## src/rtl/ii_rect_sum.sv

```systemverilog
// Rectangle sum over an integral image buffer.
// Reads up to four corners and folds them as D - B - C + A.
module ii_rect_sum #(
  parameter int IMG_W  = 160,
  parameter int IMG_H  = 120,
  parameter int DATA_W = 32,
  parameter int RD_LAT = 1
) (
  input  logic              clk,
  input  logic              rst_n,
  input  logic              start,
  input  logic [7:0]        x0,
  input  logic [7:0]        x1,
  input  logic [6:0]        y0,
  input  logic [6:0]        y1,
  output logic              busy,
  output logic [14:0]       rd_addr,
  input  logic [DATA_W-1:0] ii_rddata,
  output logic              done,
  output logic              err,
  output logic [DATA_W-1:0] rect_sum
);

  typedef enum logic [1:0] {
    IDLE, ISSUE, DRAIN, DONE
  } state_t;

  typedef struct packed {
    logic v;
    logic neg;
    logic last;
  } tag_t;

  state_t state, state_nx;

  logic [7:0]        lx0, lx1;
  logic [6:0]        ly0, ly1;
  logic [3:0]        pend, sel, pend_nx;
  logic              bad, inval, last_iss;
  logic              ld_addr, acc_clr, fin;
  logic [7:0]        xs;
  logic [6:0]        ys;
  logic [14:0]       addr_nx;
  logic [DATA_W-1:0] acc;
  tag_t              pipe [RD_LAT+1];
  tag_t              ret;

  assign inval = (x1 < x0) || (y1 < y0)
              || (32'(x1) >= 32'(IMG_W))
              || (32'(y1) >= 32'(IMG_H));

  // pend bits: 0=D 1=B 2=C 3=A; lowest set bit issues next
  assign sel      = pend & (~pend + 4'd1);
  assign pend_nx  = pend & ~sel;
  assign last_iss = (pend_nx == 4'd0);

  assign xs = (sel[1] | sel[3]) ? lx0 - 8'd1 : lx1;
  assign ys = (sel[2] | sel[3]) ? ly0 - 7'd1 : ly1;

  assign addr_nx = 15'(32'(ys) * 32'(IMG_W) + 32'(xs));
  assign ret     = pipe[RD_LAT];

  always_ff @(posedge clk or negedge rst_n) begin
    if (!rst_n) state <= IDLE;
    else        state <= state_nx;
  end

  always_comb begin
    state_nx = state;
    unique case (state)
      IDLE:  if (start) state_nx = inval ? DONE : ISSUE;
      ISSUE: if (last_iss) state_nx = DRAIN;
      DRAIN: if (ret.v && ret.last) state_nx = DONE;
      DONE:  state_nx = IDLE;
      default: state_nx = IDLE;
    endcase
  end

  always_comb begin
    ld_addr = 1'b0;
    acc_clr = 1'b0;
    fin     = 1'b0;
    unique case (1'b1)
      (state == IDLE):  acc_clr = start;
      (state == ISSUE): ld_addr = 1'b1;
      (state == DONE):  fin     = 1'b1;
      default: ;
    endcase
  end

  always_ff @(posedge clk or negedge rst_n) begin
    if (!rst_n) begin
      lx0      <= '0;
      lx1      <= '0;
      ly0      <= '0;
      ly1      <= '0;
      pend     <= '0;
      bad      <= 1'b0;
      busy     <= 1'b0;
      rd_addr  <= '0;
      acc      <= '0;
      done     <= 1'b0;
      err      <= 1'b0;
      rect_sum <= '0;
      for (int i = 0; i <= RD_LAT; i++)
        pipe[i] <= '0;
    end else begin
      if (acc_clr) begin
        lx0  <= x0;
        lx1  <= x1;
        ly0  <= y0;
        ly1  <= y1;
        pend <= {(x0 != 8'd0) && (y0 != 7'd0),
                 y0 != 7'd0, x0 != 8'd0, 1'b1};
        bad  <= inval;
        busy <= 1'b1;
      end else if (ld_addr) begin
        pend <= pend_nx;
      end

      if (ld_addr)
        rd_addr <= addr_nx;

      // tags travel alongside the read so data lines up with its sign
      pipe[0] <= {ld_addr, sel[1] | sel[2], last_iss};
      for (int i = 1; i <= RD_LAT; i++)
        pipe[i] <= pipe[i-1];

      if (acc_clr)
        acc <= '0;
      else if (ret.v)
        acc <= ret.neg ? acc - ii_rddata : acc + ii_rddata;

      done <= fin;
      err  <= fin & bad;
      if (fin) begin
        rect_sum <= acc;
        busy     <= 1'b0;
      end
    end
  end

endmodule

```

## config.mk

```make
export PLATFORM = sky130hd
export DESIGN_NAME = ii_rect_sum
export DESIGN_NICKNAME = d
export VERILOG_FILES = /design/src/rtl/ii_rect_sum.sv
export SDC_FILE = /design/constraint.sdc
export NUM_CORES = 1
export LEC_CHECK = 0
export ABC_AREA = 1
export CAP_MARGIN = 10
export CORE_MARGIN = 2
export CORE_UTILIZATION = 55
export DETAILED_ROUTE_END_ITERATION = 16
export PLACE_DENSITY = 0.79
export SLEW_MARGIN = 30
export SYNTH_ARGS = -nofsm -noshare
export SYNTH_HDL_FRONTEND = slang
export SYNTH_SLANG_ARGS = --single-unit
```

## constraint.sdc

```tcl
create_clock -name clk -period 4.3 [get_ports clk]
set_input_delay 0.86 -clock clk [delete_from_list [all_inputs] [get_ports clk]]
set_output_delay 0.86 -clock clk [all_outputs]
set_load 0.03 [all_outputs]
```

### Word level (Yosys, flattened, before mapping)

Index checks and enable logic that the tools add are counted.

* register bits after elaboration: 125
* bits of input ports: 65
* word-level logic and storage cells: 74

* bitwise operators: 8
* equal/unequal tests: 6
* multipliers: 1
* reductions and logical operators: 13
* magnitude comparators: 4
* muxes and demuxes: 17
* add/subtract/negate cells: 6

Operators with widths (count)
* 32-bit two-way mux: 3
* 32-bit adder: 1
* 32-bit subtractor: 1
* 15-bit by 8-bit adder with 15-bit output: 1
* 7-bit by 3-bit multiplier with 10-bit output (second input constant): 1
* 4-bit AND: 2
* 8-bit >= comparator (second input constant): 1
* 8-bit less-than comparator: 1
* 2-bit two-way mux: 4
* 4-bit two-way mux: 2
* 8-bit two-way mux: 1
* 4-bit NOT: 2
* 2-bit case mux with 4 select lines: 1
* 8-bit nonzero test: 1
* 8-bit by 1-bit subtractor with 8-bit output (second input constant): 1
* 7-bit >= comparator (second input constant): 1
* 7-bit less-than comparator: 1
* 7-bit two-way mux: 1
* 7-bit nonzero test: 1
* 7-bit by 1-bit subtractor with 7-bit output (second input constant): 1
* 2-bit inequality test (second input constant): 3
* 2-bit nonzero test: 3
* 1-bit two-way mux: 5
* 4-bit by 1-bit adder with 4-bit output (second input constant): 1
* other kinds (9): 15

### Logic depth before layout (Yosys ltp)

* depth after elaboration: 8
* mapped depth: 24

### Worst setup path before layout

No wires, ideal clock.

* kind: input port to flip-flop
* start: input ii_rddata[0]
* end: register acc[23]
* setup time: 0.126 ns
* required time: 4.174 ns
* arrival: 3.221 ns
* buffers on the path: 0
* cell stages on the path: 21
* setup slack: 0.953 ns
* cell sequence: inv_1 ha_1 nand3_1 nor2_1 nand3_1 nor2_2 inv_1 o21ai_2 o21ai_1 xnor2_1 ha_1 nand2_1 nor2_1 inv_1 nor2_1 inv_1 o21a_1 nand2_1 nand2_1 nand2_1 o21ai_0

* word-level cells in the longest chain between the ends: 4
* elaborated cells on any way between the ends: 5
* those cells by class: add/sub (2); mux (3)

RTL lines
* start, declared: line 18 `input logic [DATA_W-1:0] ii_rddata,`
* 32-bit adder / 32-bit subtractor (equally long branches): line 132 `acc <= ret.neg ? acc - ii_rddata : acc + ii_rddata;`
* 32-bit two-way mux *: line 132
* 32-bit two-way mux *: line 131 `else if (ret.v)`
* 32-bit two-way mux *: line 129 `if (acc_clr)`
* end signal, assigned: line 132
* end, declared: line 44 `logic [DATA_W-1:0] acc;`

Every way passes the cells marked *; elsewhere a longest branch is shown, timed or not. The select of a mux whose other input is x is not followed.
A chain may end at the register's enable or synchronous reset.

### Worst setup path after layout

* start: input ii_rddata[0]
* end: register acc[27]

Same word-level chain as after synthesis.

==> results.md <==
- Status: completed
- CTS Hold Bufs: 0
- Layout cell share with drive strength beyond 1: 8.28%
- Worst Path Max Fanout: 6
- Gr ovfl total: 0
- Final WL: 22.1 mm
- HPWL Detailed: 17.0 mm
- Hold Slack: 0.351 ns
- Clk Latency, worst-skew pair: 0.43 ns
- Fin. max-slew vios: 0
- Primary FF master, synth: dfrtp_1
- R2R Path Start: pipe[1]$_DFF_PN0_
- CTS buffer count: 17
- Max Clock Freq: 254 MHz
- Initial Util: 56.4%
- Setup violators final: 0
- Asr flop ratio synth: 100%
- Slew HR: 37.3%
- Seq/Total Area, Yosys: 36.5%
- Syn Area/Cell: 7.57 sq um
- Largest net degree at the start of global routing: 70
- Period utilisation layout: 91.6%
- Synthesis-to-finish area growth: 22.7%
- Placement Cell Area: 9960 sq um
- Min Tclk post-route: 3.94 ns
- Reg clk slew, reported paths: 0.06 ns
- Pwr per Cell Area: 871 nW/um^2
- Critical Path Sink: acc[27]$_DFFE_PN0P_
- Via count: 7893
- Synth cell types: 48
- Ys Warns: 0
- VDD IR max: 0.399 mV
- Die X: 129 um
- Design area: 10500 sq um
- Drt pass-1 iters: 5
- Max Cap Viol: 0
- Max clock buf depth: 2
- R2R cell count: 15
- Skew final: 0.00979 ns
- Clock Sinks: 125
- Remaining DRCs: 0
- Mapped Cells: 1132
- Final Instance Count excl. Fillers: 1456
- Worst slew pin tran: 0.940 ns
- Vias in the first global route: 7683
- Crit path launch: ii_rddata[0]
- Critical R2R Capture: acc[28]$_DFFE_PN0P_
- I/O pin count: 115
- Crit Path Category: in -> reg
- Die ar.: 16600 sq um
- Core Area: 15200 sq um
- Final hold vios: 0
- DP Cell Count: 1424
- Cell Rows: 45
- Final antenna-violating net count: 0
- Worst setup SP type: input port
- CTS tree: done
- I/O Buffers: 114
- RSZ-0062 raised after global routing: false
- Total GRT Usage: 28.2%
- Starting DRT DRC Count: 510
- Die height: 129 um
- Initial antenna violation count: 0
- Via density: 5.42
- WP data arrival: 4.25 ns
- Average wire per standard cell: 15.2 um
- Leakage: 5.30 nW
- CP endpoint kind: flop
- Ant diodes: 0
- Final nets: 1385
- R2R setup slack: 0.83 ns
- HP Class: reg -> reg
- Number of synthesized flops with an enable pin: 0
- Post-cts resize count: 0
- Total setup buffers inserted after CTS: 0
- CTS H-tree lvls: 4
- Gpl congestion: 0.924
- Yosys reg bits: 125
- WP data required: 4.61 ns
- Hold Crit Depth: 0
- Clk root buf: clkbuf_16
- Mapped Area: 8570 sq um
- Net Count, Synth: 1262
- HP Start: pipe[3]$_DFF_PN0_
- First-pass GRT wire length: 37.0 mm
-- synthesized netlist by cell type, drive strengths merged, types with 4 or more instances --
master / number / share of area [%]
a21oi: 56 / 3.3
dfrtp: 125 / 36
nand4: 13 / 0.95
o211ai: 5 / 0.44
nand3b: 4 / 0.35
ha: 62 / 9.0
o21a: 5 / 0.44
a31oi: 13 / 0.95
or2: 5 / 0.36
nand2: 310 / 14
clkbuf: 21 / 1.0
nor4: 6 / 0.44
mux2: 31 / 4.1
o31ai: 6 / 0.53
a21boi: 4 / 0.48
o21ai: 97 / 5.9
inv: 145 / 6.4
xnor2: 8 / 0.82
nand3: 45 / 2.8
nor3: 11 / 0.64
xor2: 32 / 3.3
nor2: 104 / 4.8
a21o: 7 / 0.61
-- placed cells by master, fill, tap and decap left out, types with 13 or more instances in the layout --
cell type,count
dfrtp_1,125
ha_1,61
buf_4,13
clkdlybuf4s50_1,113
nor2_1,98
clkbuf_16,17
nand2_1,303
o21ai_0,88
inv_1,144
a31oi_1,13
nand4_1,13
xor2_1,32
nand3_1,43
mux2_2,31
a21oi_1,55
-- worst min-delay path by stage --
stage,endpoint,slack (ns)
after floorplan,pipe[0]$_DFF_PN0_,0.33
after global placement,pipe[2]$_DFF_PN0_,0.33
after detailed placement,pipe[2]$_DFF_PN0_,0.34
after CTS,pipe[0]$_DFF_PN0_,0.35
after global routing,pipe[0]$_DFF_PN0_,0.36
final,pipe[0]$_DFF_PN0_,0.35
-- registers in the layout, indices dropped and copies added, names as in the netlist, 2 cells and up --
signal	count
pipe	6
state	2
rect_sum	32
lx1	8
pend	4
rd_addr	15
ly1	7
ly0	7
acc	32
lx0	8
-- routing by layer --
layer / vias to the layer above / GRT usage (%) / wire length, um
met3: 39 / 5.28 / 892
met2: 201 / 47.1 / 10500
met1: 3694 / 36.9 / 10200
met5: - / 0 / 0
met4: 0 / 10.0 / 544
li1: 3959 / - / -
-- metrics by stage --
stage	utilization, %	power (W)	setup TNS, ns	setup WS, ns
2_1_floorplan	-	0.00611	0	0.953
3_3_place_gp	65.5	0.00757	0	0.0599
3_5_place_dp	65.5	0.00771	-0.0384	-0.0384
4_1_cts	69.2	0.00913	0	0.410
5_1_grt	69.2	0.00999	0	0.0230
6_report	69.2	0.00917	0	0.361
-- cells by family (layout without fill, tap and decap cells) --
family                     count (synthesis)  after routing  share of synthesized area (%)
and+or+nand+nor                          501            501                           24.4
adders and majority gates                 65             65                           9.75
AOI/OAI and AO/OA                        202            202                           13.6
DFF                                      125            125                           36.5
muxes                                     31             31                           4.07
xor gates and xnor gates                  40             40                           4.09
buffers and inverters                    168            304                           7.59
-- final cells by class --
type	count	area, sq um
fillers	1273	4680
clock buffers	19	443
repair buffers	127	1250
inverters	145	547
flip-flops and latches	125	3130
clock inverters	13	118
well taps	188	235
multi-input cells	839	4800
-- worst max-delay path: stages --
cell,delay (ns)
clkdlybuf4s50_1,0.43
inv_1,0.09
ha_1,0.16
nand3_1,0.13
nor2_1,0.17
nand3_1,0.12
nor2_2,0.16
inv_1,0.08
o21ai_2,0.20
o21ai_1,0.14
nor2_1,0.16
xor2_1,0.10
ha_1,0.39
nand2_1,0.11
nor2_1,0.18
inv_1,0.11
nor4_1,0.28
nand2_1,0.09
nand2_1,0.09
nand2_1,0.06
nand2_1,0.05
o21ai_0,0.07
-- report_power, final --
part / internal (W) / switching [W]
logic: 0.00215 / 0.00355
clock network: 0.000809 / 0.000556
registers: 0.00170 / 0.000396
Note: power is estimated with default switching activity, not from simulation.
